## src/rtl/adc_par_pkg.sv

```systemverilog
// Shared types and constants for the AD7606-class parallel ADC controller.
// Holds the FSM state encoding, channel index width and FIFO entry layout helpers.
package adc_par_pkg;

    localparam int CH_W = 3;

    typedef enum logic [2:0] {
        ST_RST,
        ST_IDLE,
        ST_CONV,
        ST_WAIT_H,
        ST_WAIT_L,
        ST_READ,
        ST_DONE
    } state_t;

    // A FIFO entry is {ch, data}: channel index in the top CH_W bits, sample below.
    function automatic int entry_w(input int dw);
        return CH_W + dw;
    endfunction

    function automatic int max2(input int a, input int b);
        return (a > b) ? a : b;
    endfunction

endpackage

```

## src/rtl/adc_sync_fifo.sv

```systemverilog
// Single-clock first-word-fall-through FIFO; o_data shows the head entry whenever !o_empty.
// A push while full is accepted only when a pop frees a slot in the same cycle.
module adc_sync_fifo #(
    parameter int WIDTH = 19,
    parameter int DEPTH = 16
) (
    input  logic             clk,
    input  logic             rst_n,
    input  logic             i_push,
    input  logic [WIDTH-1:0] i_data,
    input  logic             i_pop,
    output logic [WIDTH-1:0] o_data,
    output logic             o_full,
    output logic             o_empty
);
    localparam int AW = $clog2(DEPTH);
    localparam int PW = AW + 1;

    logic [WIDTH-1:0] r_mem [DEPTH];
    logic [PW-1:0]    r_wr_ptr;
    logic [PW-1:0]    r_rd_ptr;
    logic             w_wr;
    logic             w_rd;

    assign o_empty = (r_wr_ptr == r_rd_ptr);
    assign o_full  = ((r_wr_ptr - r_rd_ptr) == PW'(DEPTH));
    assign w_rd    = i_pop && !o_empty;
    assign w_wr    = i_push && (!o_full || w_rd);
    assign o_data  = r_mem[r_rd_ptr[AW-1:0]];

    // NOTE: sequential state uses non-blocking assignments so every flop samples pre-edge values.
    always_ff @(posedge clk or negedge rst_n) begin
        if (!rst_n) begin
            r_wr_ptr <= '0;
            r_rd_ptr <= '0;
        end else begin
            if (w_wr) r_wr_ptr <= r_wr_ptr + PW'(1);
            if (w_rd) r_rd_ptr <= r_rd_ptr + PW'(1);
        end
    end

    // NOTE: storage has no reset; the pointers alone define which entries are valid.
    always_ff @(posedge clk) begin
        if (w_wr) r_mem[r_wr_ptr[AW-1:0]] <= i_data;
    end

endmodule

```

## src/rtl/adc_par_ctrl.sv

```systemverilog
// AD7606-class parallel ADC controller: rate generator, conversion/read FSM, tagged FWFT sample stream.
// Build option: define ADC_BUSY_TIMEOUT_EN to abort and re-reset the ADC when ad_busy never toggles.
module adc_par_ctrl
    import adc_par_pkg::*;
#(
    parameter int CH_NUM      = 8,
    parameter int DW          = 16,
    parameter int SAMPLE_DIV  = 2500,
    parameter int RESET_CYC   = 10,
    parameter int CONV_LOW    = 2,
    parameter int RD_LOW      = 2,
    parameter int RD_HIGH     = 2,
    parameter int FIFO_DEPTH  = 16,
    parameter int TIMEOUT_CYC = 500
) (
    input  logic            clk,
    input  logic            rst_n,
    input  logic            cont_en,
    input  logic            trig,
    input  logic [2:0]      os_sel,
    input  logic            err_clr,
    input  logic [DW-1:0]   ad_data,
    input  logic            ad_busy,
    input  logic            first_data,
    output logic [2:0]      ad_os,
    output logic            ad_cs,
    output logic            ad_rd,
    output logic            ad_reset,
    output logic            ad_convstab,
    output logic [DW-1:0]   m_data,
    output logic [CH_W-1:0] m_ch,
    output logic            m_valid,
    input  logic            m_ready,
    output logic            frame_done,
    output logic            ovf_err,
    output logic            seq_err,
    output logic            miss_err,
    output logic            timeout_err
);
    localparam int EW      = entry_w(DW);
    localparam int CNT_MAX = max2(max2(RESET_CYC, CONV_LOW), max2(RD_LOW + RD_HIGH, TIMEOUT_CYC));
    localparam int CNT_W   = $clog2(CNT_MAX + 1);
    localparam int RATE_W  = $clog2(SAMPLE_DIV);

    state_t            r_state, w_state_nxt;
    logic [CNT_W-1:0]  r_cnt, w_cnt_nxt;
    logic [CH_W-1:0]   r_ch, w_ch_nxt;
    logic [RATE_W-1:0] r_rate;
    logic [2:0]        r_ad_os;
    logic              r_ovf_err, r_seq_err, r_miss_err;
    logic              w_tick, w_start, w_push, w_pop, w_full, w_empty;
    logic [EW-1:0]     w_wr_data, w_rd_data;
`ifdef ADC_BUSY_TIMEOUT_EN
    logic              w_timeout;
    logic              r_timeout_err;
`endif

    assign w_tick  = cont_en && (r_rate == RATE_W'(SAMPLE_DIV - 1));
    assign w_start = w_tick || (trig && !cont_en);

    always_ff @(posedge clk or negedge rst_n) begin
        if (!rst_n)                 r_rate <= '0;
        else if (!cont_en || w_tick) r_rate <= '0;
        else                        r_rate <= r_rate + RATE_W'(1);
    end

    // NOTE: every always_comb output gets a default first so no path can infer a latch.
    always_comb begin
        w_state_nxt = r_state;
        w_cnt_nxt   = r_cnt;
        w_ch_nxt    = r_ch;
        w_push      = 1'b0;
`ifdef ADC_BUSY_TIMEOUT_EN
        w_timeout   = 1'b0;
`endif
        case (r_state)
            ST_RST: begin
                if (r_cnt == CNT_W'(RESET_CYC - 1)) begin
                    w_state_nxt = ST_IDLE;
                    w_cnt_nxt   = '0;
                end else begin
                    w_cnt_nxt = r_cnt + CNT_W'(1);
                end
            end
            ST_IDLE: begin
                if (w_start) begin
                    w_state_nxt = ST_CONV;
                    w_cnt_nxt   = '0;
                end
            end
            ST_CONV: begin
                if (r_cnt == CNT_W'(CONV_LOW - 1)) begin
                    w_state_nxt = ST_WAIT_H;
                    w_cnt_nxt   = '0;
                end else begin
                    w_cnt_nxt = r_cnt + CNT_W'(1);
                end
            end
            ST_WAIT_H, ST_WAIT_L: begin
`ifdef ADC_BUSY_TIMEOUT_EN
                w_cnt_nxt = r_cnt + CNT_W'(1);
`endif
                if (r_state == ST_WAIT_H && ad_busy) begin
                    w_state_nxt = ST_WAIT_L;
                end else if (r_state == ST_WAIT_L && !ad_busy) begin
                    w_state_nxt = ST_READ;
                    w_cnt_nxt   = '0;
                    w_ch_nxt    = '0;
                end
`ifdef ADC_BUSY_TIMEOUT_EN
                // The timeout window spans both wait states and overrides any busy transition.
                if (r_cnt == CNT_W'(TIMEOUT_CYC - 1)) begin
                    w_timeout   = 1'b1;
                    w_state_nxt = ST_RST;
                    w_cnt_nxt   = '0;
                end
`endif
            end
            ST_READ: begin
                w_push = (r_cnt == CNT_W'(RD_LOW - 1));
                if (r_cnt == CNT_W'(RD_LOW + RD_HIGH - 1)) begin
                    w_cnt_nxt = '0;
                    if (r_ch == CH_W'(CH_NUM - 1)) w_state_nxt = ST_DONE;
                    else                           w_ch_nxt    = r_ch + CH_W'(1);
                end else begin
                    w_cnt_nxt = r_cnt + CNT_W'(1);
                end
            end
            ST_DONE: w_state_nxt = ST_IDLE;
            default: begin
                w_state_nxt = ST_RST;
                w_cnt_nxt   = '0;
            end
        endcase
    end

    always_ff @(posedge clk or negedge rst_n) begin
        if (!rst_n) begin
            r_state <= ST_RST;
            r_cnt   <= '0;
            r_ch    <= '0;
            r_ad_os <= '0;
        end else begin
            r_state <= w_state_nxt;
            r_cnt   <= w_cnt_nxt;
            r_ch    <= w_ch_nxt;
            // Oversampling must not change while a conversion or readout is in flight.
            if (r_state == ST_RST || r_state == ST_IDLE) r_ad_os <= os_sel;
        end
    end

    assign ad_os       = r_ad_os;
    assign ad_reset    = (r_state == ST_RST);
    assign ad_convstab = (r_state != ST_CONV);
    assign ad_cs       = (r_state != ST_READ);
    assign ad_rd       = !((r_state == ST_READ) && (r_cnt < CNT_W'(RD_LOW)));
    assign frame_done  = (r_state == ST_DONE);

    assign w_wr_data = {r_ch, ad_data};
    assign w_pop     = !w_empty && m_ready;

    adc_sync_fifo #(
        .WIDTH (EW),
        .DEPTH (FIFO_DEPTH)
    ) u_fifo (
        .clk     (clk),
        .rst_n   (rst_n),
        .i_push  (w_push),
        .i_data  (w_wr_data),
        .i_pop   (w_pop),
        .o_data  (w_rd_data),
        .o_full  (w_full),
        .o_empty (w_empty)
    );

    assign m_valid = !w_empty;
    assign m_ch    = w_rd_data[EW-1 -: CH_W];
    assign m_data  = w_rd_data[DW-1:0];

    // Sticky flags: a set event in the same cycle as err_clr wins.
    always_ff @(posedge clk or negedge rst_n) begin
        if (!rst_n) begin
            r_ovf_err  <= 1'b0;
            r_seq_err  <= 1'b0;
            r_miss_err <= 1'b0;
        end else begin
            if (w_push && w_full && !w_pop)                r_ovf_err <= 1'b1;
            else if (err_clr)                              r_ovf_err <= 1'b0;
            if (w_push && (first_data != (r_ch == '0)))    r_seq_err <= 1'b1;
            else if (err_clr)                              r_seq_err <= 1'b0;
            if (w_tick && (r_state != ST_IDLE))            r_miss_err <= 1'b1;
            else if (err_clr)                              r_miss_err <= 1'b0;
        end
    end

    assign ovf_err  = r_ovf_err;
    assign seq_err  = r_seq_err;
    assign miss_err = r_miss_err;

`ifdef ADC_BUSY_TIMEOUT_EN
    always_ff @(posedge clk or negedge rst_n) begin
        if (!rst_n)        r_timeout_err <= 1'b0;
        else if (w_timeout) r_timeout_err <= 1'b1;
        else if (err_clr)   r_timeout_err <= 1'b0;
    end
    assign timeout_err = r_timeout_err;
`else
    assign timeout_err = 1'b0;
`endif

endmodule
```

## config.mk

```make
export PLATFORM = sky130hd
export DESIGN_NAME = adc_par_ctrl
export DESIGN_NICKNAME = d
export VERILOG_FILES = /design/src/rtl/adc_par_pkg.sv /design/src/rtl/adc_sync_fifo.sv /design/src/rtl/adc_par_ctrl.sv
export SDC_FILE = /design/constraint.sdc
export NUM_CORES = 1
export LEC_CHECK = 0
export ABC_AREA = 1
export CORE_ASPECT_RATIO = 1.2
export CORE_MARGIN = 2
export CORE_UTILIZATION = 55
export CTS_BUF_LIST = sky130_fd_sc_hd__clkbuf_8
export DETAILED_ROUTE_END_ITERATION = 8
export MAX_ROUTING_LAYER = met4
export PLACE_DENSITY = 0.79
export SLEW_MARGIN = 20
export SYNTH_ARGS = -nofsm -noshare
export SYNTH_HDL_FRONTEND = slang
export SYNTH_SLANG_ARGS = --single-unit
export TNS_END_PERCENT = 10
```

## constraint.sdc

```tcl
create_clock -name clk -period 4.02 [get_ports clk]
set_input_delay 0.603 -clock clk [delete_from_list [all_inputs] [get_ports clk]]
set_output_delay 0.603 -clock clk [all_outputs]
set_load 0.02 [all_outputs]
```

==> Word-level counts from Yosys, hierarchy flattened <==
Memory sizes are Yosys's and may differ from the RTL's.
Cells that the tools add are included.
{ "op_classes": {"eq_ne": 26, "addsub": 6, "n_bitwise": 1, "magnitude_cmp": 1, "n_mux": 28, "reduce_logical": 32} }
{ "op_table": {"columns": ["cell", "count"], "rows": [
  ["9-bit 2-to-1 mux", 6],
  ["9-bit one-hot mux with 6 select lines", 1],
  ["3-bit 2-to-1 mux", 11],
  ["3-bit one-hot mux with 6 select lines", 1],
  ["2-bit != test, second input constant", 7],
  ["12-bit by 1-bit adder with 12-bit output, second input constant", 1],
  ["12-bit equality test, second input constant", 1],
  ["3-bit equality test, second input constant", 4],
  ["1-bit logical AND", 12],
  ["12-bit 2-to-1 mux", 1],
  ["5-bit by 1-bit adder with 5-bit output, second input constant", 2],
  ["9-bit by 1-bit adder with 9-bit output, second input constant", 1],
  ["9-bit by 1-bit equality test with 1-bit output, second input constant", 1],
  ["9-bit by 2-bit equality test with 1-bit output, second input constant", 1],
  ["9-bit by 4-bit equality test with 1-bit output, second input constant", 1],
  ["9-bit by 2-bit less-than comparator with 1-bit output, second input constant", 1],
  ["2-bit nonzero test", 4],
  ["1-bit 2-to-1 mux", 7],
  ["3-bit by 2-bit equality test with 1-bit output, second input constant", 2],
  ["1-bit logical NOT", 6],
  ["3-bit logical NOT", 2],
  ["3-bit != test, second input constant", 2],
  ["3-bit one-hot mux with 2 select lines", 1],
  ["6-bit AND reduction", 1],
  ["other kinds (14)", 17]
]} }
{ "word_totals": {"input_bits": 27, "ff_bits": 43, "out_inout_bits": 32, "elab_cells": 105, "mem_count": 1, "ram_bits": 304} }
{ "mem_list": {"columns": ["name", "depth", "word_bits", "rd", "rd_ports_with_merged_regs", "wr", "line", "text"], "rows": [
  ["u_fifo.r_mem", 16, 19, 1, 0, 1, "adc_sync_fifo.sv:19", "logic [WIDTH-1:0] r_mem [DEPTH];"]
]} }

==> Longest topological paths before layout <==
Gate-level depths: netlist (run 1).
{ "depth": {"word_depth": 8, "depth_mapped": 14, "ltp_nobuf": 13} }

==> Hierarchy <==
A second synthesis (run 1) with hierarchy kept.
{ "unflattened": {"hier_cells": 1230, "area_unflattened_um2": 14642.8} }
{ "by_module_without_submodules": {"columns": ["module", "cells_each", "area_each_um2", "instances", "seq_area_each_um2"], "rows": [
  ["adc_sync_fifo", 985, 12723.5, 1, 9379.0],
  ["adc_par_ctrl", 245, 1919.3, 1, 825.8]
]} }

==> Worst setup path before layout (run 1) <==
Ideal clock, no wire load.
{ "synth_path": {"kind": "flip-flop to flip-flop", "from": "register u_fifo.r_rd_ptr[1]", "to": "memory u_fifo.r_mem[0][0], enable pin", "setup_time_ps": 419, "path_slack_ps": 472, "stages_incl_launch_ff": 14, "t_required_ps": 3601, "arrival_ps": 3129, "cell_sequence": "dfrtp_1 inv_1 clkbuf_1 ha_1 nand2_1 nor2_2 nand2_2 nand2_4 nand2_4 nor2_4 nand2_4 nand2_4 buf_6 nor3_1"} }
{ "synth_via": {"elab_chain_len": 8} }
{ "synth_rtl": {"columns": ["item", "line", "text"], "rows": [
  ["start, declared", "adc_sync_fifo.sv:21", "logic [PW-1:0] r_rd_ptr;"],
  ["start signal, assigned", "adc_sync_fifo.sv:38", "if (w_rd) r_rd_ptr <= r_rd_ptr + PW'(1);"],
  ["5-bit equality test (*)", "adc_sync_fifo.sv:25", "assign o_empty = (r_wr_ptr == r_rd_ptr);"],
  ["1-bit logical NOT (*)", null, null],
  ["named net m_valid", "adc_par_ctrl.sv:32", "output logic m_valid,"],
  ["1-bit logical AND", "adc_par_ctrl.sv:160", "assign w_pop = !w_empty && m_ready;"],
  ["1-bit logical AND (*)", "adc_sync_fifo.sv:27", "assign w_rd = i_pop && !o_empty;"],
  ["1-bit logical OR (*)", "adc_sync_fifo.sv:28", "assign w_wr = i_push && (!o_full || w_rd);"],
  ["1-bit logical AND (*)", "adc_sync_fifo.sv:28", null],
  ["1-bit 2-to-1 mux (*)", "adc_sync_fifo.sv:44", "if (w_wr) r_mem[r_wr_ptr[AW-1:0]] <= i_data;"],
  ["1-bit 2-to-1 mux (implied by the code) (*)", "adc_sync_fifo.sv:44", null],
  ["end, declared", "adc_sync_fifo.sv:19", null]
]} }
The timed path passes the listed nets; every way through them passes the cells marked *.

==> Worst setup path in the final report (run 1) <==
{ "layout_path": {"from": "register u_fifo.r_rd_ptr[0]", "to": "output m_data[8]"} }
{ "layout_via": {"elab_chain_len": 1} }
{ "layout_rtl": {"columns": ["item", "line", "text"], "rows": [
  ["memory read 16 x 19 bit", null, null],
  ["end, declared", "adc_par_ctrl.sv:30", "output logic [DW-1:0] m_data,"]
]} }
No other way between the ends.

==> results by group, run 1 <==
CTS
  • CTS tree: done
  • Post-CTS setup buffer count: 0
  • Clock transition at path regs: 0.07 ns
  • Clock tree buffer depth: 3
  • Hold_buf cts: 0
  • CTS Sinks: 347
  • Total CTS buffers: 52
  • Post-CTS Resized: 0
  • Clock root buffer: clkbuf_8
  • CTS H-tree depth: 2
  • Clock Latency Late Sink: 0.59 ns

Floorplan
  • Height of the die: 182 um
  • Boundary Pins: 59
  • Die W: 152 um
  • Die footprint: 27600 um^2
  • Starting Density: 55.5%
  • Row count: 65
  • Core Area: 26100 um^2

Cells and area
  • Finished Layout Cells: 1651
  • FILL cells: 1907
  • Share of cells above drive strength 1: 11.2%
  • Post-layout nets: 1317
  • Area grow syn2layout: 13.9%
  • Diode count: 0

Logic synthesis
  • Synth cell types: 44
  • Post-synthesis simple-gate area fraction: 13.0%
  • Mux cell area share after synthesis: 0%
  • Synth Warn #: 0
  • EDFF count, synth: 304
  • Compound-gate portion of the synthesized area: 10.7%
  • Top post-synthesis cells by area: edfxtp_1 (63%), dfrtp_1 (7.4%), o21ai_0 (5.6%), nor2_1 (5.0%), nand2_1 (3.1%)
  • Flops & latches, synth: 347
  • Syn_nets: 1240
  • Sequential fraction of the synthesis area: 70.5%
  • Async SR Flop Fraction: 12.4%
  • Post-synthesis xor/xnor area fraction: 0.968%
  • Mean area per synthesized cell: 12.1 um^2
  • Cells after synthesis: 1198
  • Post-synth top area cell: edfxtp_1
  • Synth Flop Type: edfxtp_1
  • Synth Area in Adders: 1.30%
  • Post-Syn Area: 14500 um^2
  • Top cell type's share of synthesized area: 63.0%
  • Largest family of logic cells by synthesized area: simple AND/OR/NAND/NOR gates

Global routing
  • Largest net degree at the start of global routing: 86
  • Gr ovfl total: 0
  • Antenna violations before repair: 0
  • Number of global-route vias before repair: 10100
  • First-pass GRT wire length: 54000 um
  • Gr usage total: 26.0%

Critical path
  • CP max FO: 83
  • Arr. time, crit path: 3.13 ns
  • Critical Path Slowest Stage Cell: clkdlybuf4s50_1
  • Worst setup EP type: primary output
  • Critical path class: flop to primary output
  • Critical path startpoint category: flop
  • Req. time, crit path: 3.42 ns
  • Max stage delay on crit path: 0.68 ns
  • Most frequent CP cell: nand3_1
  • Crit path cell chain: buf_4, o21ai_0, o221ai_1, nand3_1, nand3_1, clkdlybuf4s50_1

Detailed routing
  • 1st-pass router iterations: 5
  • Average wire per standard cell: 21.0 um
  • Top sig layer: met4
  • Routed via count: 9870
  • Number of remaining DRC errors: 0
  • Routed WL: 34700 um
  • Routed Antenna Nets: 0
  • Post-DR vias/cell: 5.98
  • Metal3 WL: 3080 um
  • Met2 Wirelength: 17600 um
  • Metal1 wirelength: 12800 um
  • Initial DRC Count: 962

Timing
  • Fmax: 268 MHz
  • Fin crit share: 92.9%
  • Setup_tns: 0 ns
  • Hold slack final: 0.0202 ns
  • RSZ-0062 raised after global routing: false
  • Count of final setup violators: 0
  • Worst-Margin Slew: 0.907 ns
  • Final hold vios: 0
  • Clk_skew: 0.0257 ns
  • Max_slew headroom: 39.5%
  • Final min period: 3.73 ns
  • Max-slew violations: 0

Placed design
  • Final GP Congestion: 0.879
  • Hpwl dp: 19800 um
  • Dpl cells: 1556
  • Port bufs: 57

Run
  • Maxcap violations: 0

Power and ir drop
  • Power Density: 667 nW/um^2
  • Worst vdd ir: 0.000477 V
  • P_leak: 5.86 nW

Run status
  • Status: finished, final reports clean

Hold path
  • HP Class: input port to asynchronous set/reset pin
==> cell usage in the layout (no fill, tap or decap), drive strengths merged, types with 3 or more instances in the layout <==
master	n
inv	75
nand3	64
o21ai	167
clkbuf	58
nor3b	3
o211ai	17
nand2	130
o22ai	47
nor2	204
edfxtp	304
dfrtp	43
ha	15
o221ai	22
xor2	14
clkdlybuf4s50	56
buf	32
nand4	4
nor3	22
a21oi	5
o31ai	3
clkinv	18
==> area by class of cell <==
class | instances | area (um^2) | share of cell area [%]
Timing Repair Buffer | 88 | 838 | 5.08
Inverter | 57 | 216 | 1.31
Clock buffer | 58 | 798 | 4.84
Sequential cell | 347 | 10200 | 61.9
Clock inverter | 37 | 178 | 1.08
Multi-Input combinational cell | 729 | 3830 | 23.2
Tap cell | 335 | 419 | 2.54
==> synth_stat cells (all sizes together) (4+ instances only) <==
library cell and instances:
dfrtp 43, nand3 64, o221ai 22, clkbuf 41, ha 15, buf 24
a21oi 5, o211ai 17, nand2 130, nor3 22, xor2 14, o22ai 47
nand4 4, o21ai 167, edfxtp 304, inv 56, nor2 204
==> state kept, by name (all words and copies together) (netlist names) <==
register / cells
r_ch: 3
u_fifo.r_rd_ptr: 5
u_fifo.r_wr_ptr: 5
miss_err: 1
u_fifo.r_mem: 304
ovf_err: 1
r_state: 3
ad_os: 3
r_cnt: 9
r_rate: 12
seq_err: 1
==> logic make-up after synthesis <==
| family | Yosys count |
|---|---|
| simple gates | 431 |
| flops | 347 |
| compound gates | 266 |
| buf+inv | 122 |
| xor+xnor | 16 |
| fa+ha+maj | 15 |
| other cells | 1 |
==> stage by stage <==
step	power (W)	util, %	setup WS (ns)	cell area, um^2
after floorplan	0.00687	-	0.472	14500
after global placement	0.00821	59.4	0.943	15500
after detailed placement	0.00833	59.4	0.897	15500
after CTS	0.0110	63.2	0.290	16500
after global routing	0.0116	63.2	0.0981	16500
final	0.0110	63.2	0.285	16500
==> routing by layer <==
metal / track usage (%) / up-vias
li1: - / 4489
met4: 11.0 / 0
met3: 4.51 / 102
met5: - / -
met2: 44.1 / 518
met1: 31.0 / 4761
==> worst paths after layout <==
kind	start	end	slack (ns)	cells past startpoint
setup / recovery	u_fifo.r_rd_ptr[0]$_DFFE_PN0P_	m_data[8]	0.29	6
hold / removal	rst_n	ad_os[0]$_DFFE_PN0P_	0.02	1
setup reg to reg	u_fifo.r_rd_ptr[2]$_DFFE_PN0P_	u_fifo.r_mem[14][6]$_DFFE_PP_	0.97	12
hold reg to reg	ad_os[0]$_DFFE_PN0P_	ad_os[0]$_DFFE_PN0P_	0.48	2
max in group asynchronous	rst_n	u_fifo.r_rd_ptr[0]$_DFFE_PN0P_	3.58	1
min in group clk	ad_os[0]$_DFFE_PN0P_	ad_os[0]$_DFFE_PN0P_	0.48	2
==> worst max-delay path, delay by kind of cell (launching register included) <==
family                 cells  cell delay, ns
AO/OA/AOI/OAI              2            0.49
AND/OR/NAND/NOR            2            0.25
flip-flops                 1            0.46
buffers and inverters      2            1.33
==> power by group <==
group	internal, W	switching (W)	leakage, nW	total, W
sequential	0.00409	0.000163	3.31	0.00425
combinational	0.00135	0.00269	1.98	0.00404
clock	0.00138	0.00132	0.572	0.00270
total	0.00682	0.00417	5.86	0.0110
Power figures use the tool's default switching activity.
==> run 2: changes to the inputs <==
--- a/config.mk
+++ b/config.mk
@@ -6,13 +6,16 @@
 export NUM_CORES = 1
 export LEC_CHECK = 0
 export ABC_AREA = 1
+export CELL_PAD_IN_SITES_DETAIL_PLACEMENT = 1
+export CELL_PAD_IN_SITES_GLOBAL_PLACEMENT = 1
 export CORE_ASPECT_RATIO = 1.2
 export CORE_MARGIN = 2
-export CORE_UTILIZATION = 55
+export CORE_UTILIZATION = 52
 export CTS_BUF_LIST = sky130_fd_sc_hd__clkbuf_8
 export DETAILED_ROUTE_END_ITERATION = 8
 export MAX_ROUTING_LAYER = met4
-export PLACE_DENSITY = 0.79
+export PLACE_DENSITY = 0.89
+export REMOVE_ABC_BUFFERS = 1
 export SLEW_MARGIN = 20
 export SYNTH_ARGS = -nofsm -noshare
 export SYNTH_HDL_FRONTEND = slang
==> results by group, run 2 (synthesized netlist as in run 1, its figures left out) <==
Run status
  • Status: finished, final reports clean (unchanged)

Power and ir drop
  • P_leak: 5.91 nW (was 5.86 nW)
  • Power Density: 677 nW/um^2 (was 667 nW/um^2)
  • Worst vdd ir: 0.000376 V (was 0.000477 V)

Timing
  • Clk_skew: 0.0194 ns (was 0.0257 ns)
  • Fmax: 257 MHz (was 268 MHz)
  • Setup_tns: 0 ns (unchanged)
  • Final min period: 3.89 ns (was 3.73 ns)
  • Worst-Margin Slew: 0.920 ns (was 0.907 ns)
  • Max-slew violations: 0 (unchanged)
  • Max_slew headroom: 38.7% (was 39.5%)
  • RSZ-0062 raised after global routing: false (unchanged)
  • Fin crit share: 96.9% (was 92.9%)
  • Final hold vios: 0 (unchanged)
  • Count of final setup violators: 0 (unchanged)

Critical path
  • Req. time, crit path: 3.42 ns (about the same)
  • Worst setup EP type: primary output (unchanged)
  • CP max FO: 154 (was 83)
  • Critical path startpoint category: flop (unchanged)
  • Critical path class: flop to primary output (unchanged)
  • Arr. time, crit path: 3.29 ns (was 3.13 ns)

Hold path
  • HP Class: flop to flop (was input port to asynchronous set/reset pin)

Floorplan
  • Boundary Pins: 59 (unchanged)
  • Row count: 66 (was 65)
  • Die footprint: 29200 um^2 (was 27600 um^2)
  • Height of the die: 187 um (was 182 um)
  • Die W: 156 um (was 152 um)
  • Core Area: 27300 um^2 (was 26100 um^2)
  • Starting Density: 53.1% (was 55.5%)

Cells and area
  • Diode count: 0 (unchanged)
  • Register area: 10200 um^2 (unchanged)
  • Number of flip-flops under the largest register name: 304 (unchanged)
  • FILL cells: 2745 (was 1907)
  • Multi-input gate area: 3830 um^2 (unchanged)
  • Post-layout nets: 1326 (was 1317)
  • Most frequent cells in the layout: edfxtp_1 (304), nor2_1 (190), o21ai_0 (162), nand2_1 (121), inv_1 (71) (was edfxtp_1 (304), nor2_1 (190), o21ai_0 (162), nand2_1 (121), inv_1 (69))
  • Cell area after layout: 16600 um^2 (was 16500 um^2)
  • Area grow syn2layout: 14.4% (was 13.9%)
  • Commonest non-fill, non-tap cell in the layout: edfxtp_1 (unchanged)
  • Share of cells above drive strength 1: 11.7% (was 11.2%)

CTS
  • Clock tree buffer depth: 3 (unchanged)
  • CTS Sinks: 347 (unchanged)
  • Total CTS buffers: 53 (was 52)
  • Clock transition at path regs: 0.06 ns (was 0.07 ns)
  • CTS tree: done (unchanged)
  • Clock Latency Late Sink: 0.60 ns (was 0.59 ns)
  • Clock root buffer: clkbuf_8 (unchanged)
  • CTS H-tree depth: 2 (unchanged)

Detailed routing
  • Top sig layer: met4 (unchanged)
  • Post-DR vias/cell: 6.13 (was 5.98)
  • Routed Antenna Nets: 0 (unchanged)
  • 1st-pass router iterations: 5 (unchanged)
  • Metal1 wirelength: 15300 um (was 12800 um)
  • Met2 Wirelength: 21300 um (was 17600 um)
  • Average wire per standard cell: 24.6 um (was 21.0 um)
  • Routed via count: 10200 (was 9870)
  • Routed WL: 41100 um (was 34700 um)
  • Number of remaining DRC errors: 0 (unchanged)
  • Initial DRC Count: 838 (was 962)
  • Metal3 WL: 2540 um (was 3080 um)

Global routing
  • Gr usage total: 29.4% (was 26.0%)
  • Number of global-route vias before repair: 11100 (was 10100)
  • Largest net degree at the start of global routing: 155 (was 86)
  • Gr ovfl total: 0 (unchanged)
  • First-pass GRT wire length: 63000 um (was 54000 um)
  • Antenna violations before repair: 0 (unchanged)

Placed design
  • Port bufs: 57 (unchanged)
  • Placed cell areas: 15600 um^2 (was 15500 um^2)
  • Final GP Congestion: 0.845 (was 0.879)
  • Hpwl dp: 25700 um (was 19800 um)

Run
  • Maxcap violations: 0 (unchanged)
## run 2: changes by cell type in the layout (fill, tap and decap cells not counted), sizes merged
cell / previous run / this run
buf: 32 / 39
clkbuf: 58 / 56
clkinv: 18 / 21
dlygate4sd3: 0 / 1
inv: 75 / 77
## run 2: worst max-delay path, cell delays in order (launching register included)
cell and delay [ns]:
dfrtp_4 0.44, buf_12 0.48, o21ai_0 0.28, o221ai_1 0.43, nand3_1 0.22, nand3_1 0.13, clkdlybuf4s50_1 0.62
## run 2: cell type report
class	instances	area share, %
repair buffers	96	5.52
flip-flops and latches	347	61.6
multi-input cells	729	23.1
clock buffers	56	4.65
inverters	57	1.31
well taps	340	2.57
clock inverters	42	1.20
## run 2: final timing paths
| kind | start | endpoint | slack [ns] | cells after the start |
|---|---|---|---|---|
| max | u_fifo.r_rd_ptr[0]$_DFFE_PN0P_ | m_data[14] | 0.13 | 6 |
| min reg2reg | ad_os[0]$_DFFE_PN0P_ | ad_os[0]$_DFFE_PN0P_ | 0.48 | 2 |
| max in group asynchronous | rst_n | miss_err$_DFFE_PN0P_ | 2.78 | 3 |
| min | ad_os[0]$_DFFE_PN0P_ | ad_os[0]$_DFFE_PN0P_ | 0.48 | 2 |
| max reg2reg | u_fifo.r_rd_ptr[2]$_DFFE_PN0P_ | u_fifo.r_mem[0][13]$_DFFE_PP_ | 0.72 | 12 |
| min in group asynchronous | rst_n | r_cnt[5]$_DFFE_PN0P_ | 0.50 | 2 |
## run 2: metrics by stage
step / power [W] / hold WS (ns) / setup slack, ns / utilization, % / cells
2_1_floorplan: 0.00671 / 0.307 / -1.28 / - / 1133
3_3_place_gp: 0.00828 / 0.466 / 0.967 / 57.2 / 1568
3_5_place_dp: 0.00852 / 0.467 / 0.727 / 57.2 / 1568
5_1_grt: 0.0118 / 0.501 / 0.0470 / 60.8 / 1667
6_report: 0.0112 / 0.479 / 0.125 / 60.8 / 1667
4_1_cts: 0.0112 / 0.486 / 0.148 / 60.8 / 1667
## run 2: what timing repair did
action	in CTS	in global routing
gates resized for setup	1	0
endpoints found under the hold margin	18	0
hold buffers	1	0
endpoints found under the setup margin	1	0
setup buffers	0	0
## run 2: where the power goes
group	internal [W]	switching (W)
sequential	0.00409	0.000214
clock	0.00135	0.00135
combinational	0.00139	0.00282
total	0.00683	0.00438
## run 2: routing by layer
layer	up-vias	track usage, %
met5	-	-
met4	0	15.1
met3	128	5.02
met2	445	49.3
met1	5133	33.7
li1	4512	-
==> run 3: changes to the inputs <==
--- a/config.mk
+++ b/config.mk
@@ -6,6 +6,7 @@
 export NUM_CORES = 1
 export LEC_CHECK = 0
 export ABC_AREA = 1
+export CAP_MARGIN = 20
 export CELL_PAD_IN_SITES_DETAIL_PLACEMENT = 1
 export CELL_PAD_IN_SITES_GLOBAL_PLACEMENT = 1
 export CORE_ASPECT_RATIO = 1.2
==> results of run 3 <==
The final DEF is identical to that of run 2; final timing and power are the same.
